<file path="src/rtl/mem_map_package.sv">
// Shared address map, bus source tags and FSM states for mem_io_bridge.
package mem_map_package;

  localparam int unsigned ADDR_W   = 16;
  localparam int unsigned STATUS_W = 2;
  localparam int unsigned CNT_W    = 8;

  localparam logic [ADDR_W-1:0] RAM_TOP  = 16'h0FFF;
  localparam logic [ADDR_W-1:0] IO_OUT_A = 16'hF000;
  localparam logic [ADDR_W-1:0] IO_IN_A  = 16'hF001;
  localparam logic [ADDR_W-1:0] STATUS_A = 16'hF002;
  localparam logic [ADDR_W-1:0] LD_CNT_A = 16'hF003;
  localparam logic [ADDR_W-1:0] ST_CNT_A = 16'hF004;

  localparam logic [CNT_W-1:0] CNT_MAX = 8'hFF;

  typedef enum logic [2:0] {
    SRC_RAM,
    SRC_IO_OUT,
    SRC_IO_IN,
    SRC_STATUS,
    SRC_LD_CNT,
    SRC_ST_CNT,
    SRC_UNMAPPED
  } src_t;

  typedef enum logic {
    IDLE,
    RD_RESP
  } state_t;

  // Counter addresses only decode when the counters are built.
  function automatic src_t decode_addr(input logic [ADDR_W-1:0] addr, input logic cnt_en);
    src_t s;
    s = SRC_UNMAPPED;
    if (addr <= RAM_TOP)                  s = SRC_RAM;
    else if (addr == IO_OUT_A)            s = SRC_IO_OUT;
    else if (addr == IO_IN_A)             s = SRC_IO_IN;
    else if (addr == STATUS_A)            s = SRC_STATUS;
    else if (cnt_en && addr == LD_CNT_A)  s = SRC_LD_CNT;
    else if (cnt_en && addr == ST_CNT_A)  s = SRC_ST_CNT;
    return s;
  endfunction

endpackage

</file>
<file path="src/rtl/mem_io_bridge_sync2.sv">
// sync2: two-flop synchronizer for the asynchronous switch inputs.
module sync2 #(
  parameter int unsigned W = 16
) (
  input  logic         clk,
  input  logic         reset,
  input  logic [W-1:0] d,
  output logic [W-1:0] q
);

  logic [W-1:0] meta;

  always_ff @(posedge clk) begin
    if (reset) begin
      meta <= '0;
      q    <= '0;
    end else begin
      meta <= d;
      q    <= meta;
    end
  end

endmodule

</file>
<file path="src/rtl/mem_io_bridge.sv">
// mem_io_bridge: CPU bus bridge to a sync-read RAM window, IO registers and sticky STATUS.
// Optional build macro ACCESS_COUNT_EN adds saturating RAM load/store counters at 0xF003/0xF004.
module mem_io_bridge
  import mem_map_package::*;
#(
  parameter int unsigned DATA_W = 16,
  parameter int unsigned RAM_AW = 12
) (
  input  logic              clk,
  input  logic              reset,
  input  logic [15:0]       cpu_Address,
  input  logic [DATA_W-1:0] cpu_Dout,
  output logic [DATA_W-1:0] cpu_Din,
  input  logic              cpu_Rden,
  input  logic              cpu_Wren,
  output logic [RAM_AW-1:0] mem_Address,
  output logic [DATA_W-1:0] mem_Din,
  input  logic [DATA_W-1:0] mem_Dout,
  output logic              mem_Rden,
  output logic              mem_Wren,
  input  logic [DATA_W-1:0] io_in,
  output logic [DATA_W-1:0] io_out,
  output logic              bus_err
);

`ifdef ACCESS_COUNT_EN
  localparam logic CNT_EN = 1'b1;
`else
  localparam logic CNT_EN = 1'b0;
`endif

  state_t              state, state_next;
  src_t                src, rd_src;
  logic                rd_acc, wr_acc, ram_hit;
  logic [DATA_W-1:0]   io_sync, hold, resp_data;
  logic [STATUS_W-1:0] status, status_set, status_clr;

  // A simultaneous read/write is treated as a write only.
  assign src         = decode_addr(cpu_Address, CNT_EN);
  assign ram_hit     = (src == SRC_RAM);
  assign rd_acc      = cpu_Rden & ~cpu_Wren;
  assign wr_acc      = cpu_Wren;
  assign mem_Address = cpu_Address[RAM_AW-1:0];
  assign mem_Din     = cpu_Dout;
  assign mem_Rden    = rd_acc & ram_hit & ~reset;
  assign mem_Wren    = wr_acc & ram_hit & ~reset;
  assign bus_err     = |status;

  sync2 #(.W(DATA_W)) u_sync2 (
    .clk   (clk),
    .reset (reset),
    .d     (io_in),
    .q     (io_sync)
  );

`ifdef ACCESS_COUNT_EN
  logic [CNT_W-1:0] ld_cnt, st_cnt;

  always_ff @(posedge clk) begin
    if (reset) begin
      ld_cnt <= '0;
      st_cnt <= '0;
    end else begin
      if (rd_acc && ram_hit && ld_cnt != CNT_MAX) ld_cnt <= ld_cnt + CNT_W'(1);
      if (wr_acc && ram_hit && st_cnt != CNT_MAX) st_cnt <= st_cnt + CNT_W'(1);
    end
  end
`endif

  // Response data for the read issued last cycle, chosen by the registered tag.
  always_comb begin
    resp_data = '0;
    case (rd_src)
      SRC_RAM:    resp_data = mem_Dout;
      SRC_IO_OUT: resp_data = io_out;
      SRC_IO_IN:  resp_data = io_sync;
      SRC_STATUS: resp_data = DATA_W'(status);
`ifdef ACCESS_COUNT_EN
      SRC_LD_CNT: resp_data = DATA_W'(ld_cnt);
      SRC_ST_CNT: resp_data = DATA_W'(st_cnt);
`endif
      default:    resp_data = '0;
    endcase
  end

  always_comb begin
    state_next = IDLE;
    cpu_Din    = hold;
    case (state)
      IDLE: begin
        if (rd_acc) state_next = RD_RESP;
      end
      RD_RESP: begin
        cpu_Din = resp_data;
        if (rd_acc) state_next = RD_RESP;
      end
      default: state_next = IDLE;
    endcase
  end

  // Error sets are applied after clears so a same-cycle error survives a clear.
  always_comb begin
    status_set    = '0;
    status_clr    = '0;
    status_set[0] = (cpu_Rden | cpu_Wren) & (src == SRC_UNMAPPED);
    status_set[1] = cpu_Rden & cpu_Wren;
    if (wr_acc && src == SRC_STATUS) status_clr = cpu_Dout[STATUS_W-1:0];
  end

  always_ff @(posedge clk) begin
    if (reset) state <= IDLE;
    else       state <= state_next;
  end

  always_ff @(posedge clk) begin
    if (reset) begin
      rd_src <= SRC_UNMAPPED;
      hold   <= '0;
      io_out <= '0;
      status <= '0;
    end else begin
      if (rd_acc) rd_src <= src;
      if (state == RD_RESP) hold <= resp_data;
      if (wr_acc && src == SRC_IO_OUT) io_out <= cpu_Dout;
      status <= (status & ~status_clr) | status_set;
    end
  end

endmodule

</file>
<file path="config.mk">
export PLATFORM = sky130hd
export DESIGN_NAME = mem_io_bridge
export DESIGN_NICKNAME = d
export VERILOG_FILES = /design/src/rtl/mem_map_package.sv /design/src/rtl/mem_io_bridge_sync2.sv /design/src/rtl/mem_io_bridge.sv
export SDC_FILE = /design/constraint.sdc
export NUM_CORES = 1
export LEC_CHECK = 0
export ABC_CLOCK_PERIOD_IN_PS = 2300
export CAP_MARGIN = 20
export CORE_MARGIN = 2
export CORE_UTILIZATION = 42
export CTS_CLUSTER_SIZE = 20
export DETAILED_ROUTE_END_ITERATION = 10
export GPL_ROUTABILITY_DRIVEN = 0
export PLACE_DENSITY = 0.8
export SYNTH_ARGS = -nofsm -noshare
export SYNTH_HDL_FRONTEND = slang
export SYNTH_SLANG_ARGS = --single-unit
</file>
<file path="constraint.sdc">
create_clock -name clk -period 2.3 [get_ports clk]
set_clock_uncertainty 0.05 [all_clocks]
set_input_delay 0.575 -clock clk [delete_from_list [all_inputs] [get_ports clk]]
set_output_delay 0.575 -clock clk [all_outputs]
set_load 0.02 [all_outputs]
</file>
==> impl_metrics.xml, run 1 <==
<?xml version="1.0" encoding="UTF-8"?>
<metrics>
  <group name="worst_setup_path">
    <metric name="regToRegStartpoint" unit="">rd_src[0]</metric>
    <metric name="cp_max_fo" unit="">2</metric>
    <metric name="critical-path-max-stage-delay" unit="ps">610</metric>
    <metric name="crit_buf_inv" unit="">2</metric>
    <metric name="timing.critical_path.from_type" unit="">input pin</metric>
    <metric name="crit-reg2reg-capture" unit="">hold[0]</metric>
    <metric name="worstSetupEndpointType" unit="">output port</metric>
    <metric name="crit_type" unit="">input pin to output port</metric>
    <metric name="critical_path_required" unit="ps">1670</metric>
    <metric name="ff2ff_setup_slack" unit="ps">770</metric>
    <metric name="crit_top_cell" unit="">sky130_fd_sc_hd__clkdlybuf4s50_1</metric>
    <metric name="family_of_cells_with_the_greatest_summed_delay_on_the_critical_path" unit="">buffers and inverters</metric>
    <metric name="critPathArrivalTime" unit="ps">1660</metric>
    <metric name="timing.reg2reg.worst_path_depth" unit="">6</metric>
    <metric name="crit_path_top_delay_cell" unit="">sky130_fd_sc_hd__clkdlybuf4s50_1</metric>
    <metric name="cp_cell_sequence" unit="">clkdlybuf4s50_1 &gt; clkdlybuf4s50_1</metric>
  </group>
  <group name="run_status">
    <metric name="status" unit="">completed</metric>
  </group>
  <group name="yosys">
    <metric name="synthesis.area_per_instance" unit="sq um">9.315</metric>
    <metric name="synth-async-reset-ratio" unit="">0</metric>
    <metric name="ys_ff_latch" unit="">70</metric>
    <metric name="synth-main-ff-cell" unit="">sky130_fd_sc_hd__dfxtp_1</metric>
    <metric name="yosys-top-cells-count" unit="">sky130_fd_sc_hd__dfxtp_1 (70), sky130_fd_sc_hd__nand2_1 (65), sky130_fd_sc_hd__nor2b_1 (34)</metric>
    <metric name="synth-edff-count" unit="">0</metric>
    <metric name="synthDominantAreaCellType" unit="">sky130_fd_sc_hd__dfxtp_1</metric>
    <metric name="net_count_after_synthesis" unit="">396</metric>
    <metric name="ys_seq_area_frac" unit="">0.4586</metric>
    <metric name="post-synth-top-count-cell" unit="">sky130_fd_sc_hd__dfxtp_1</metric>
    <metric name="netlist_instances" unit="">328</metric>
    <metric name="yosysTopAreaCellShare" unit="">0.4586</metric>
    <metric name="synthDistinctLibCells" unit="">37</metric>
    <metric name="netlist_area" unit="sq um">3055</metric>
    <metric name="yosys_warnings" unit="">0</metric>
    <metric name="synth.area.top_cells" unit="">sky130_fd_sc_hd__dfxtp_1 (46%), sky130_fd_sc_hd__mux2i_1 (9.8%), sky130_fd_sc_hd__nand2_1 (8.0%)</metric>
  </group>
  <group name="die">
    <metric name="initial_utilization" unit="">0.4281</metric>
    <metric name="die_area" unit="sq um">7973</metric>
    <metric name="fp.dieW" unit="microns">89.29</metric>
    <metric name="die_h" unit="microns">89.29</metric>
    <metric name="placementRows" unit="">31</metric>
    <metric name="coreArea" unit="sq um">7137</metric>
    <metric name="io_pins" unit="">131</metric>
  </group>
  <group name="timing">
    <metric name="final.period_utilization" unit="">0.9924</metric>
    <metric name="final.hold.worst_slack" unit="ps">388.5</metric>
    <metric name="hold_violations" unit="">0</metric>
    <metric name="max_slew_margin" unit="">0.6710</metric>
    <metric name="max_freq" unit="GHz">0.4381</metric>
    <metric name="timing_max_transition_violations_final" unit="">0</metric>
    <metric name="timing_worst_slew_pin_value" unit="ps">493.5</metric>
    <metric name="period_needed" unit="ps">2283</metric>
    <metric name="timing.setup.tns" unit="ps">0</metric>
    <metric name="grt_setup_unrepaired" unit="">true</metric>
    <metric name="finalSetupViolations" unit="">0</metric>
  </group>
  <group name="place">
    <metric name="place_inst" unit="">543</metric>
    <metric name="numPortBuffers" unit="">130</metric>
    <metric name="place.detailed.hpwl" unit="mm">5.968</metric>
  </group>
  <group name="clock_network">
    <metric name="hold_buffers" unit="">0</metric>
    <metric name="cts.sinks" unit="">70</metric>
    <metric name="htree_levels" unit="">3</metric>
    <metric name="root_buffer" unit="">sky130_fd_sc_hd__clkbuf_8</metric>
    <metric name="cts_tree" unit="">built</metric>
    <metric name="cts_made_buffers" unit="">9</metric>
    <metric name="clk_path_buf_depth" unit="">2</metric>
    <metric name="clock_slew_at_the_register_clock_pins_of_the_worst_setup_and_hold_paths" unit="ps">60</metric>
    <metric name="clk_latency" unit="ps">330</metric>
  </group>
  <group name="final_layout">
    <metric name="finish.utilization" unit="">0.6564</metric>
    <metric name="drive_gt1_frac" unit="">0.1991</metric>
    <metric name="finalNetCount" unit="">525</metric>
    <metric name="final_cells" unit="">561</metric>
    <metric name="syn2layout_area_growth" unit="%">53.32</metric>
    <metric name="number_of_antenna_repair_diodes" unit="">0</metric>
  </group>
  <group name="power_and_ir_drop">
    <metric name="static-leakage-power" unit="uW">0.002051</metric>
    <metric name="p_total" unit="uW">2695</metric>
    <metric name="worst_ir_drop_vdd" unit="V">0.0003874</metric>
    <metric name="power-per-cell-area" unit="nW/um^2">575.2</metric>
  </group>
  <group name="route">
    <metric name="drt.antenna.violating_nets" unit="">0</metric>
    <metric name="detail_route.vias_per_cell" unit="">4.727</metric>
    <metric name="routed-via-count" unit="">2652</metric>
    <metric name="drt_pre_antenna_iters" unit="">4</metric>
    <metric name="drc" unit="">0</metric>
    <metric name="finalWirelength" unit="mm">7.824</metric>
    <metric name="detailedRoute.firstIterationViolations" unit="">124</metric>
    <metric name="post_drt_wl_per_cell" unit="microns">13.95</metric>
  </group>
  <group name="grt">
    <metric name="antenna_violations_before_repair" unit="">0</metric>
    <metric name="grt.busiest_layer" unit="">met2</metric>
    <metric name="grt.met2_usage" unit="">0.3205</metric>
    <metric name="globalRouteOverflowTotal" unit="">0</metric>
    <metric name="grt_max_degree" unit="">53</metric>
    <metric name="groute.layer.met3.usage" unit="">0.03970</metric>
    <metric name="use_met1" unit="">0.2519</metric>
    <metric name="grt_pass1_vias" unit="">2579</metric>
    <metric name="wire_length_of_the_first_global_routing_pass" unit="mm">11.99</metric>
    <metric name="track_usage" unit="">0.1968</metric>
  </group>
  <group name="worst_hold_path">
    <metric name="hold-path-endpoint" unit="">u_sync2.q[12]</metric>
    <metric name="hold-path-cell-count" unit="">1</metric>
    <metric name="timing.hold.worst.class" unit="">flop to flop</metric>
    <metric name="hold_path.startpoint" unit="">u_sync2.meta[12]</metric>
  </group>
  <group name="job">
    <metric name="cap_violations" unit="">0</metric>
  </group>
</metrics>
==> cells in the final DEF (no fill, tap or decap), types with 2 or more instances in the layout <==
cell	n
sky130_fd_sc_hd__dfxtp_1	69
sky130_fd_sc_hd__nand2b_1	15
sky130_fd_sc_hd__mux4_2	2
sky130_fd_sc_hd__nor2b_1	33
sky130_fd_sc_hd__inv_1	3
sky130_fd_sc_hd__clkdlybuf4s50_1	80
sky130_fd_sc_hd__o2bb2ai_2	4
sky130_fd_sc_hd__bufinv_16	2
sky130_fd_sc_hd__dlygate4sd2_1	18
sky130_fd_sc_hd__buf_2	14
sky130_fd_sc_hd__nand2_1	63
sky130_fd_sc_hd__buf_12	2
sky130_fd_sc_hd__nor2_1	2
sky130_fd_sc_hd__o31ai_1	2
sky130_fd_sc_hd__mux2i_1	30
sky130_fd_sc_hd__clkinv_2	2
sky130_fd_sc_hd__clkbuf_8	10
sky130_fd_sc_hd__o2bb2ai_1	10
sky130_fd_sc_hd__nand3_1	2
sky130_fd_sc_hd__clkinvlp_4	2
sky130_fd_sc_hd__clkdlybuf4s15_1	2
sky130_fd_sc_hd__nor3_2	2
sky130_fd_sc_hd__and2_1	2
sky130_fd_sc_hd__nand2_2	2
sky130_fd_sc_hd__o21ai_2	2
sky130_fd_sc_hd__buf_6	3
sky130_fd_sc_hd__dlymetal6s2s_1	10
sky130_fd_sc_hd__o21ai_0	4
sky130_fd_sc_hd__buf_4	33
sky130_fd_sc_hd__a21oi_1	18
==> power breakdown <==
group          internal, uW  switching, uW
Combinational           210            155
Sequential             1240           13.6
Clock                   636            435
==> layer usage <==
metal | wire length (microns) | vias to the layer above
li1 | - | 1327
met5 | 0 | -
met1 | 3347 | 1240
met4 | 136 | 0
met3 | 363 | 14
met2 | 3977 | 71
==> layout make-up <==
type	instances	area, sq um
clock inverters	6	85.08
repair buffers	164	1515
inverters	4	15.01
fillers	613	2452
well taps	99	123.9
flip-flops and latches	70	1405
multi-input cells	208	1403
clock buffers	10	137.6
==> how the worst max path moves through the flow <==
stage | depth (start not counted) | to | slack (ps) | from
after floorplan | 2 | mem_Rden | 10 | cpu_Address[12]
after global placement | 4 | mem_Wren | -720 | cpu_Address[12]
after detailed placement | 4 | mem_Rden | -760 | cpu_Address[12]
after CTS | 2 | mem_Din[10] | 0.5 | cpu_Dout[10]
after global routing | 6 | cpu_Din[6] | -20 | mem_Dout[6]
final | 2 | mem_Address[1] | 20 | cpu_Address[1]
==> flip-flops by register name (all words and copies together), names as in the netlist <==
name          cells
u_sync2.meta     16
state             1
rd_src            3
io_out           16
u_sync2.q        16
status            2
hold             16
==> per-stage QoR <==
step                setup WS (ps)  area, sq um
CTS                        0.4963         4648
global route               -15.54         4684
global placement           -719.4         4456
detailed placement         -764.8         4456
floorplan                   12.08         3060
finish                      17.49         4684
==> cells by family after synthesis <==
group,synth area share
AND/OR/NAND/NOR,0.2383
flip-flops,0.4586
buffers and inverters,0.09991
AO/OA/AOI/OAI,0.09009
multiplexers,0.1130
==> timing repair <==
item | in CTS | in global routing
cloned | 0 | 1
gates resized for setup | 108 | 25
setup endpoints to repair | 33 | 20
pin swaps | 13 | 7
hold endpoints to repair | 0 | 0
setup buffers | 1 | 0
No activity file was read; power rests on OpenSTA's default activity.
==> run 2: changes to the inputs <==
--- a/config.mk
+++ b/config.mk
@@ -9,10 +9,11 @@
 export CAP_MARGIN = 20
 export CORE_MARGIN = 2
 export CORE_UTILIZATION = 42
+export CTS_BUF_LIST = sky130_fd_sc_hd__clkbuf_16
 export CTS_CLUSTER_SIZE = 20
 export DETAILED_ROUTE_END_ITERATION = 10
 export GPL_ROUTABILITY_DRIVEN = 0
-export PLACE_DENSITY = 0.8
+export PLACE_DENSITY = 0.86
 export SYNTH_ARGS = -nofsm -noshare
 export SYNTH_HDL_FRONTEND = slang
 export SYNTH_SLANG_ARGS = --single-unit
==> impl_metrics.xml, run 2 (synthesis gave the netlist of run 1 again) <==
<?xml version="1.0" encoding="UTF-8"?>
<metrics>
  <group name="route">
    <metric name="drt.antenna.violating_nets" unit="">0</metric>
    <metric name="finalWirelength" unit="mm">8.373</metric>
    <metric name="detailedRoute.firstIterationViolations" unit="">154</metric>
    <metric name="detail_route.vias_per_cell" unit="">4.802</metric>
    <metric name="drc" unit="">0</metric>
    <metric name="routed-via-count" unit="">2670</metric>
    <metric name="post_drt_wl_per_cell" unit="microns">15.06</metric>
    <metric name="drt_pre_antenna_iters" unit="">5</metric>
  </group>
  <group name="clock_network">
    <metric name="cts_made_buffers" unit="">9</metric>
    <metric name="root_buffer" unit="">sky130_fd_sc_hd__clkbuf_16</metric>
    <metric name="clk_path_buf_depth" unit="">2</metric>
    <metric name="cts.sinks" unit="">70</metric>
    <metric name="cts_tree" unit="">built</metric>
    <metric name="clock_slew_at_the_register_clock_pins_of_the_worst_setup_and_hold_paths" unit="ps">60</metric>
    <metric name="clk_latency" unit="ps">330</metric>
    <metric name="htree_levels" unit="">3</metric>
    <metric name="hold_buffers" unit="">0</metric>
  </group>
  <group name="final_layout">
    <metric name="syn2layout_area_growth" unit="%">55.20</metric>
    <metric name="drive_gt1_frac" unit="">0.1838</metric>
    <metric name="number_of_antenna_repair_diodes" unit="">0</metric>
    <metric name="most-common-layout-cells" unit="">sky130_fd_sc_hd__clkdlybuf4s50_1 (79), sky130_fd_sc_hd__dfxtp_1 (69), sky130_fd_sc_hd__nand2_1 (63)</metric>
    <metric name="final_cells" unit="">556</metric>
    <metric name="finalNetCount" unit="">520</metric>
    <metric name="most_common_library_cell_in_the_layout_ignoring_fill_and_taps" unit="">sky130_fd_sc_hd__clkdlybuf4s50_1</metric>
  </group>
  <group name="timing">
    <metric name="max_freq" unit="GHz">0.4364</metric>
    <metric name="final.hold.worst_slack" unit="ps">380.6</metric>
    <metric name="hold_violations" unit="">0</metric>
    <metric name="timing_worst_slew_pin_value" unit="ps">508.1</metric>
    <metric name="period_needed" unit="ps">2292</metric>
    <metric name="max_slew_margin" unit="">0.6613</metric>
    <metric name="final.period_utilization" unit="">0.9964</metric>
    <metric name="finalSetupViolations" unit="">0</metric>
    <metric name="postLayoutSetupSlackWorst" unit="ps">8.313</metric>
    <metric name="timing_max_transition_violations_final" unit="">0</metric>
    <metric name="timing.setup.tns" unit="ps">0</metric>
  </group>
  <group name="worst_hold_path">
    <metric name="hold-path-endpoint" unit="">u_sync2.q[3]</metric>
    <metric name="hold-path-cell-count" unit="">1</metric>
    <metric name="timing.hold.worst.class" unit="">flop to flop</metric>
    <metric name="hold_path.startpoint" unit="">u_sync2.meta[3]</metric>
  </group>
  <group name="worst_setup_path">
    <metric name="crit_type" unit="">input pin to output port</metric>
    <metric name="timing.reg2reg.worst_path_depth" unit="">6</metric>
    <metric name="crit_top_cell" unit="">sky130_fd_sc_hd__clkdlybuf4s50_1</metric>
    <metric name="crit_buf_inv" unit="">2</metric>
    <metric name="crit-reg2reg-capture" unit="">hold[5]</metric>
    <metric name="cp_cell_sequence" unit="">clkdlybuf4s50_1 &gt; clkdlybuf4s50_1</metric>
    <metric name="critical_path_required" unit="ps">1670</metric>
    <metric name="family_of_cells_with_the_greatest_summed_delay_on_the_critical_path" unit="">buffers and inverters</metric>
    <metric name="critPathArrivalTime" unit="ps">1670</metric>
    <metric name="cp_max_fo" unit="">2</metric>
    <metric name="timing.critical_path.from_type" unit="">input pin</metric>
    <metric name="critical-path-max-stage-delay" unit="ps">610</metric>
    <metric name="regToRegStartpoint" unit="">rd_src[1]</metric>
    <metric name="worstSetupEndpointType" unit="">output port</metric>
    <metric name="crit_path_top_delay_cell" unit="">sky130_fd_sc_hd__clkdlybuf4s50_1</metric>
    <metric name="ff2ff_setup_slack" unit="ps">880</metric>
  </group>
  <group name="die">
    <metric name="placementRows" unit="">31</metric>
    <metric name="initial_utilization" unit="">0.4281</metric>
    <metric name="fp.dieW" unit="microns">89.29</metric>
    <metric name="io_pins" unit="">131</metric>
    <metric name="die_h" unit="microns">89.29</metric>
    <metric name="die_area" unit="sq um">7973</metric>
    <metric name="coreArea" unit="sq um">7137</metric>
  </group>
  <group name="grt">
    <metric name="grt_max_degree" unit="">53</metric>
    <metric name="track_usage" unit="">0.2070</metric>
    <metric name="antenna_violations_before_repair" unit="">0</metric>
    <metric name="wire_length_of_the_first_global_routing_pass" unit="mm">12.32</metric>
    <metric name="globalRouteOverflowTotal" unit="">0</metric>
    <metric name="grt_pass1_vias" unit="">2505</metric>
  </group>
  <group name="job">
    <metric name="cap_violations" unit="">0</metric>
  </group>
  <group name="place">
    <metric name="place.detailed.hpwl" unit="mm">6.140</metric>
    <metric name="pre_cts_slack" unit="ps">-750.5</metric>
    <metric name="numPortBuffers" unit="">130</metric>
    <metric name="place_inst" unit="">539</metric>
  </group>
  <group name="power_and_ir_drop">
    <metric name="worst_ir_drop_vdd" unit="V">0.0004886</metric>
    <metric name="power-per-cell-area" unit="nW/um^2">651.5</metric>
    <metric name="static-leakage-power" unit="uW">0.002072</metric>
  </group>
  <group name="run_status">
    <metric name="status" unit="">completed</metric>
  </group>
</metrics>
==> run 2: where the power goes <==
part / internal [uW] / switching, uW
Sequential: 1250 / 13.2
Clock: 951 / 518
Combinational: 206 / 156
Total: 2400 / 687
==> run 2: repair_timing <==
| item | CTS | global route |
|---|---|---|
| setup buffers | 0 | 1 |
| pin swaps | 10 | 5 |
| resized for setup | 105 | 24 |
| endpoints found under the setup margin | 35 | 18 |
==> run 2: cell type report <==
type	count	area, sq um
Clock buffer	9	225.2
Clock inverter	7	97.59
Fill cell	558	2395
Inverter	4	15.01
Multi-Input combinational cell	208	1403
Sequential cell	70	1405
Tap cell	99	123.9
Timing Repair Buffer	159	1473
==> run 2: per-stage QoR <==
| step | utilization | power (uW) | cell area, sq um |
|---|---|---|---|
| 5_1_grt | 0.6644 | 3204 | 4742 |
| 6_report | 0.6644 | 3090 | 4742 |
| 3_5_place_dp | 0.6201 | 1659 | 4425 |
| 3_3_place_gp | 0.6201 | 1651 | 4425 |
| 2_1_floorplan | - | 1460 | 3060 |
| 4_1_cts | 0.6571 | 3108 | 4690 |
==> run 2: layer usage <==
metal | track usage | vias to the layer above | wire [microns]
met2 | 0.3508 | 91 | 4426
met5 | 0 | - | 0
li1 | - | 1325 | -
met1 | 0.2500 | 1242 | 3377
met3 | 0.04524 | 12 | 431
met4 | 0.09634 | 0 | 138
==> run 2: how the worst max path moves through the flow <==
stage,slack [ps],endpoint,depth (start not counted),from
floorplan,10,mem_Rden,2,cpu_Address[12]
global placement,-710,mem_Wren,4,cpu_Address[12]
detailed placement,-750,mem_Rden,4,cpu_Address[12]
CTS,-70,cpu_Din[0],5,mem_Dout[0]
global route,-3,mem_Wren,4,cpu_Address[14]
finish,8,mem_Din[8],2,cpu_Dout[8]
==> run 3: changes to the inputs <==
--- a/config.mk
+++ b/config.mk
@@ -5,15 +5,16 @@
 export SDC_FILE = /design/constraint.sdc
 export NUM_CORES = 1
 export LEC_CHECK = 0
-export ABC_CLOCK_PERIOD_IN_PS = 2300
+export ABC_CLOCK_PERIOD_IN_PS = 1900
 export CAP_MARGIN = 20
 export CORE_MARGIN = 2
-export CORE_UTILIZATION = 42
+export CORE_UTILIZATION = 38
 export CTS_BUF_LIST = sky130_fd_sc_hd__clkbuf_16
 export CTS_CLUSTER_SIZE = 20
 export DETAILED_ROUTE_END_ITERATION = 10
 export GPL_ROUTABILITY_DRIVEN = 0
-export PLACE_DENSITY = 0.86
+export PLACE_DENSITY = 0.82
+export REMOVE_ABC_BUFFERS = 1
 export SYNTH_ARGS = -nofsm -noshare
 export SYNTH_HDL_FRONTEND = slang
 export SYNTH_SLANG_ARGS = --single-unit
==> constraint.sdc (replaced) <==
create_clock -name clk -period 1.9 [get_ports clk]
set_clock_uncertainty 0.05 [all_clocks]
set_input_delay 0.19 -clock clk [delete_from_list [all_inputs] [get_ports clk]]
set_output_delay 0.19 -clock clk [all_outputs]
set_load 0.02 [all_outputs]
==> impl_metrics.xml, run 3 (synthesis gave the netlist of run 1 again) <==
<?xml version="1.0" encoding="UTF-8"?>
<metrics>
  <group name="place">
    <metric name="numPortBuffers" unit="">130</metric>
    <metric name="post_dp_cell_area" unit="sq um">4462</metric>
    <metric name="place.detailed.hpwl" unit="mm">6.518</metric>
  </group>
  <group name="worst_setup_path">
    <metric name="critical-path-max-stage-delay" unit="ps">490</metric>
    <metric name="crit_type" unit="">flop to output port</metric>
    <metric name="timing.reg2reg.worst_path_depth" unit="">5</metric>
    <metric name="cp_cell_sequence" unit="">buf_4 &gt; mux4_2 &gt; nand2_1 &gt; o21ai_1 &gt; buf_2</metric>
    <metric name="critPathArrivalTime" unit="ps">1580</metric>
    <metric name="worstSetupEndpointType" unit="">output port</metric>
    <metric name="crit_path_top_delay_cell" unit="">sky130_fd_sc_hd__mux4_2</metric>
    <metric name="timing.critical_path.from_type" unit="">flop</metric>
    <metric name="ff2ff_setup_slack" unit="ps">500</metric>
    <metric name="cp_max_fo" unit="">3</metric>
    <metric name="regToRegStartpoint" unit="">rd_src[1]</metric>
    <metric name="crit-reg2reg-capture" unit="">hold[1]</metric>
    <metric name="critical_path_required" unit="ps">1660</metric>
  </group>
  <group name="job">
    <metric name="cap_violations" unit="">0</metric>
  </group>
  <group name="clock_network">
    <metric name="post-cts-setup-buffer-count" unit="">0</metric>
    <metric name="cts_repair_resize_count" unit="">67</metric>
    <metric name="clk_latency" unit="ps">320</metric>
    <metric name="cts.sinks" unit="">70</metric>
    <metric name="clk_path_buf_depth" unit="">2</metric>
    <metric name="cts_tree" unit="">built</metric>
    <metric name="root_buffer" unit="">sky130_fd_sc_hd__clkbuf_16</metric>
    <metric name="htree_levels" unit="">3</metric>
    <metric name="hold_buffers" unit="">0</metric>
    <metric name="cts_made_buffers" unit="">9</metric>
    <metric name="clock_slew_at_the_register_clock_pins_of_the_worst_setup_and_hold_paths" unit="ps">60</metric>
  </group>
  <group name="final_layout">
    <metric name="finish.utilization" unit="">0.6155</metric>
    <metric name="n_fill_cell" unit="">660</metric>
    <metric name="most_common_library_cell_in_the_layout_ignoring_fill_and_taps" unit="">sky130_fd_sc_hd__clkdlybuf4s50_1</metric>
    <metric name="finalNetCount" unit="">524</metric>
    <metric name="post-route-cell-area" unit="sq um">4781</metric>
    <metric name="syn2layout_area_growth" unit="%">56.47</metric>
    <metric name="drive_gt1_frac" unit="">0.1757</metric>
    <metric name="most-common-layout-cells" unit="">sky130_fd_sc_hd__clkdlybuf4s50_1 (111), sky130_fd_sc_hd__dfxtp_1 (69), sky130_fd_sc_hd__nand2_1 (65)</metric>
  </group>
  <group name="timing">
    <metric name="max_slew_margin" unit="">0.7323</metric>
    <metric name="finalSetupViolations" unit="">0</metric>
    <metric name="timing_max_transition_violations_final" unit="">0</metric>
    <metric name="timing_worst_slew_pin_value" unit="ps">398.6</metric>
    <metric name="hold_violations" unit="">0</metric>
    <metric name="grt_setup_unrepaired" unit="">false</metric>
    <metric name="max_freq" unit="GHz">0.5494</metric>
    <metric name="timing.setup.tns" unit="ps">0</metric>
    <metric name="period_needed" unit="ps">1820</metric>
    <metric name="final.period_utilization" unit="">0.9579</metric>
    <metric name="final.hold.worst_slack" unit="ps">321.9</metric>
  </group>
  <group name="route">
    <metric name="finalWirelength" unit="mm">8.625</metric>
    <metric name="drt.antenna.violating_nets" unit="">0</metric>
    <metric name="met2_wirelength" unit="mm">4.654</metric>
    <metric name="detailedRoute.firstIterationViolations" unit="">128</metric>
    <metric name="post_drt_wl_per_cell" unit="microns">15.29</metric>
    <metric name="drc" unit="">0</metric>
    <metric name="met1_wirelength" unit="mm">3.346</metric>
    <metric name="routed-via-count" unit="">2672</metric>
    <metric name="detailroute.wirelength.met3" unit="microns">421</metric>
    <metric name="drt_pre_antenna_iters" unit="">5</metric>
    <metric name="detail_route.vias_per_cell" unit="">4.738</metric>
    <metric name="highest_layer" unit="">met4</metric>
  </group>
  <group name="worst_hold_path">
    <metric name="hold-path-cell-count" unit="">3</metric>
    <metric name="hold_path.startpoint" unit="">reset</metric>
    <metric name="hold-path-endpoint" unit="">u_sync2.q[13]</metric>
    <metric name="timing.hold.worst.class" unit="">input pin to flop</metric>
  </group>
  <group name="power_and_ir_drop">
    <metric name="worst_ir_drop_vdd" unit="V">0.0005195</metric>
    <metric name="static-leakage-power" unit="uW">0.001980</metric>
    <metric name="power-per-cell-area" unit="nW/um^2">841.3</metric>
  </group>
  <group name="grt">
    <metric name="grt_pass1_vias" unit="">2788</metric>
    <metric name="track_usage" unit="">0.2022</metric>
    <metric name="antenna_violations_before_repair" unit="">1</metric>
    <metric name="grt_max_degree" unit="">36</metric>
    <metric name="globalRouteOverflowTotal" unit="">0</metric>
    <metric name="wire_length_of_the_first_global_routing_pass" unit="mm">13.59</metric>
  </group>
  <group name="die">
    <metric name="die_h" unit="microns">93.67</metric>
    <metric name="initial_utilization" unit="">0.3934</metric>
    <metric name="io_pins" unit="">131</metric>
    <metric name="coreArea" unit="sq um">7767</metric>
    <metric name="placementRows" unit="">32</metric>
    <metric name="fp.dieW" unit="microns">93.67</metric>
    <metric name="die_area" unit="sq um">8774</metric>
  </group>
  <group name="run_status">
    <metric name="status" unit="">completed</metric>
  </group>
</metrics>
-- run 3: cell count changes in the layout (fill, tap and decap cells not counted), sizes merged --
| cell | delta |
|---|---|
| diode | +1 |
| clkdlybuf4s15 | -2 |
| bufinv | +2 |
| clkinv | -1 |
| clkinvlp | -1 |
| dlygate4sd2 | -18 |
| dlymetal6s2s | -11 |
| buf | +3 |
| clkdlybuf4s50 | +32 |
-- run 3: how the worst max path moves through the flow --
| stage | end | startpoint |
|---|---|---|
| 5_1_grt | cpu_Din[2] | rd_src[1] |
| 4_1_cts | cpu_Din[13] | rd_src[1] |
| 6_report | cpu_Din[1] | rd_src[1] |
| 3_5_place_dp | mem_Wren | cpu_Address[12] |
| 3_3_place_gp | mem_Wren | cpu_Address[12] |
| 2_1_floorplan | hold[1] | rd_src[1] |
-- run 3: worst max-delay path, delay by kind of cell (launching register included) --
kind	cells	cell delay [ps]
AOI/OAI and AO/OA	1	60
buffers and inverters	2	300
DFF	1	330
muxes	1	490
and+or+nand+nor	1	80
-- run 3: area by class of cell --
type / count / area (sq um) / share of cell area
Antenna cell: 1 / 2.502 / 0.0005234
Clock buffer: 9 / 225.2 / 0.04711
Sequential cell: 70 / 1403 / 0.2934
Tap cell: 102 / 127.6 / 0.02669
Inverter: 4 / 15.01 / 0.003141
Clock inverter: 7 / 145.1 / 0.03036
Timing Repair Buffer: 163 / 1498 / 0.3133
Multi-Input combinational cell: 208 / 1365 / 0.2855
-- run 3: where the power goes --
group / internal [uW] / total, uW / switching [uW] / leakage (uW)
Clock: 1420 / 2030 / 614 / 0.000176
Combinational: 272 / 467 / 195 / 0.00123
Sequential: 1510 / 1520 / 12.4 / 0.000572
Total: 3200 / 4020 / 822 / 0.00198
-- run 3: through the flow --
step,cells,power (uW),setup WS (ps)
5_1_grt,564,4164,7.011
2_1_floorplan,282,1662,-102.2
6_report,564,4022,79.95
4_1_cts,563,4060,-39.87
3_5_place_dp,547,2014,-422.9
3_3_place_gp,547,2004,-352.5
-- run 3: metal layers --
layer  up-vias  track usage
li1       1335            -
met1      1242       0.2209
met2        81       0.3705
met3        14      0.05698
met4         0      0.07488
met5         -            0
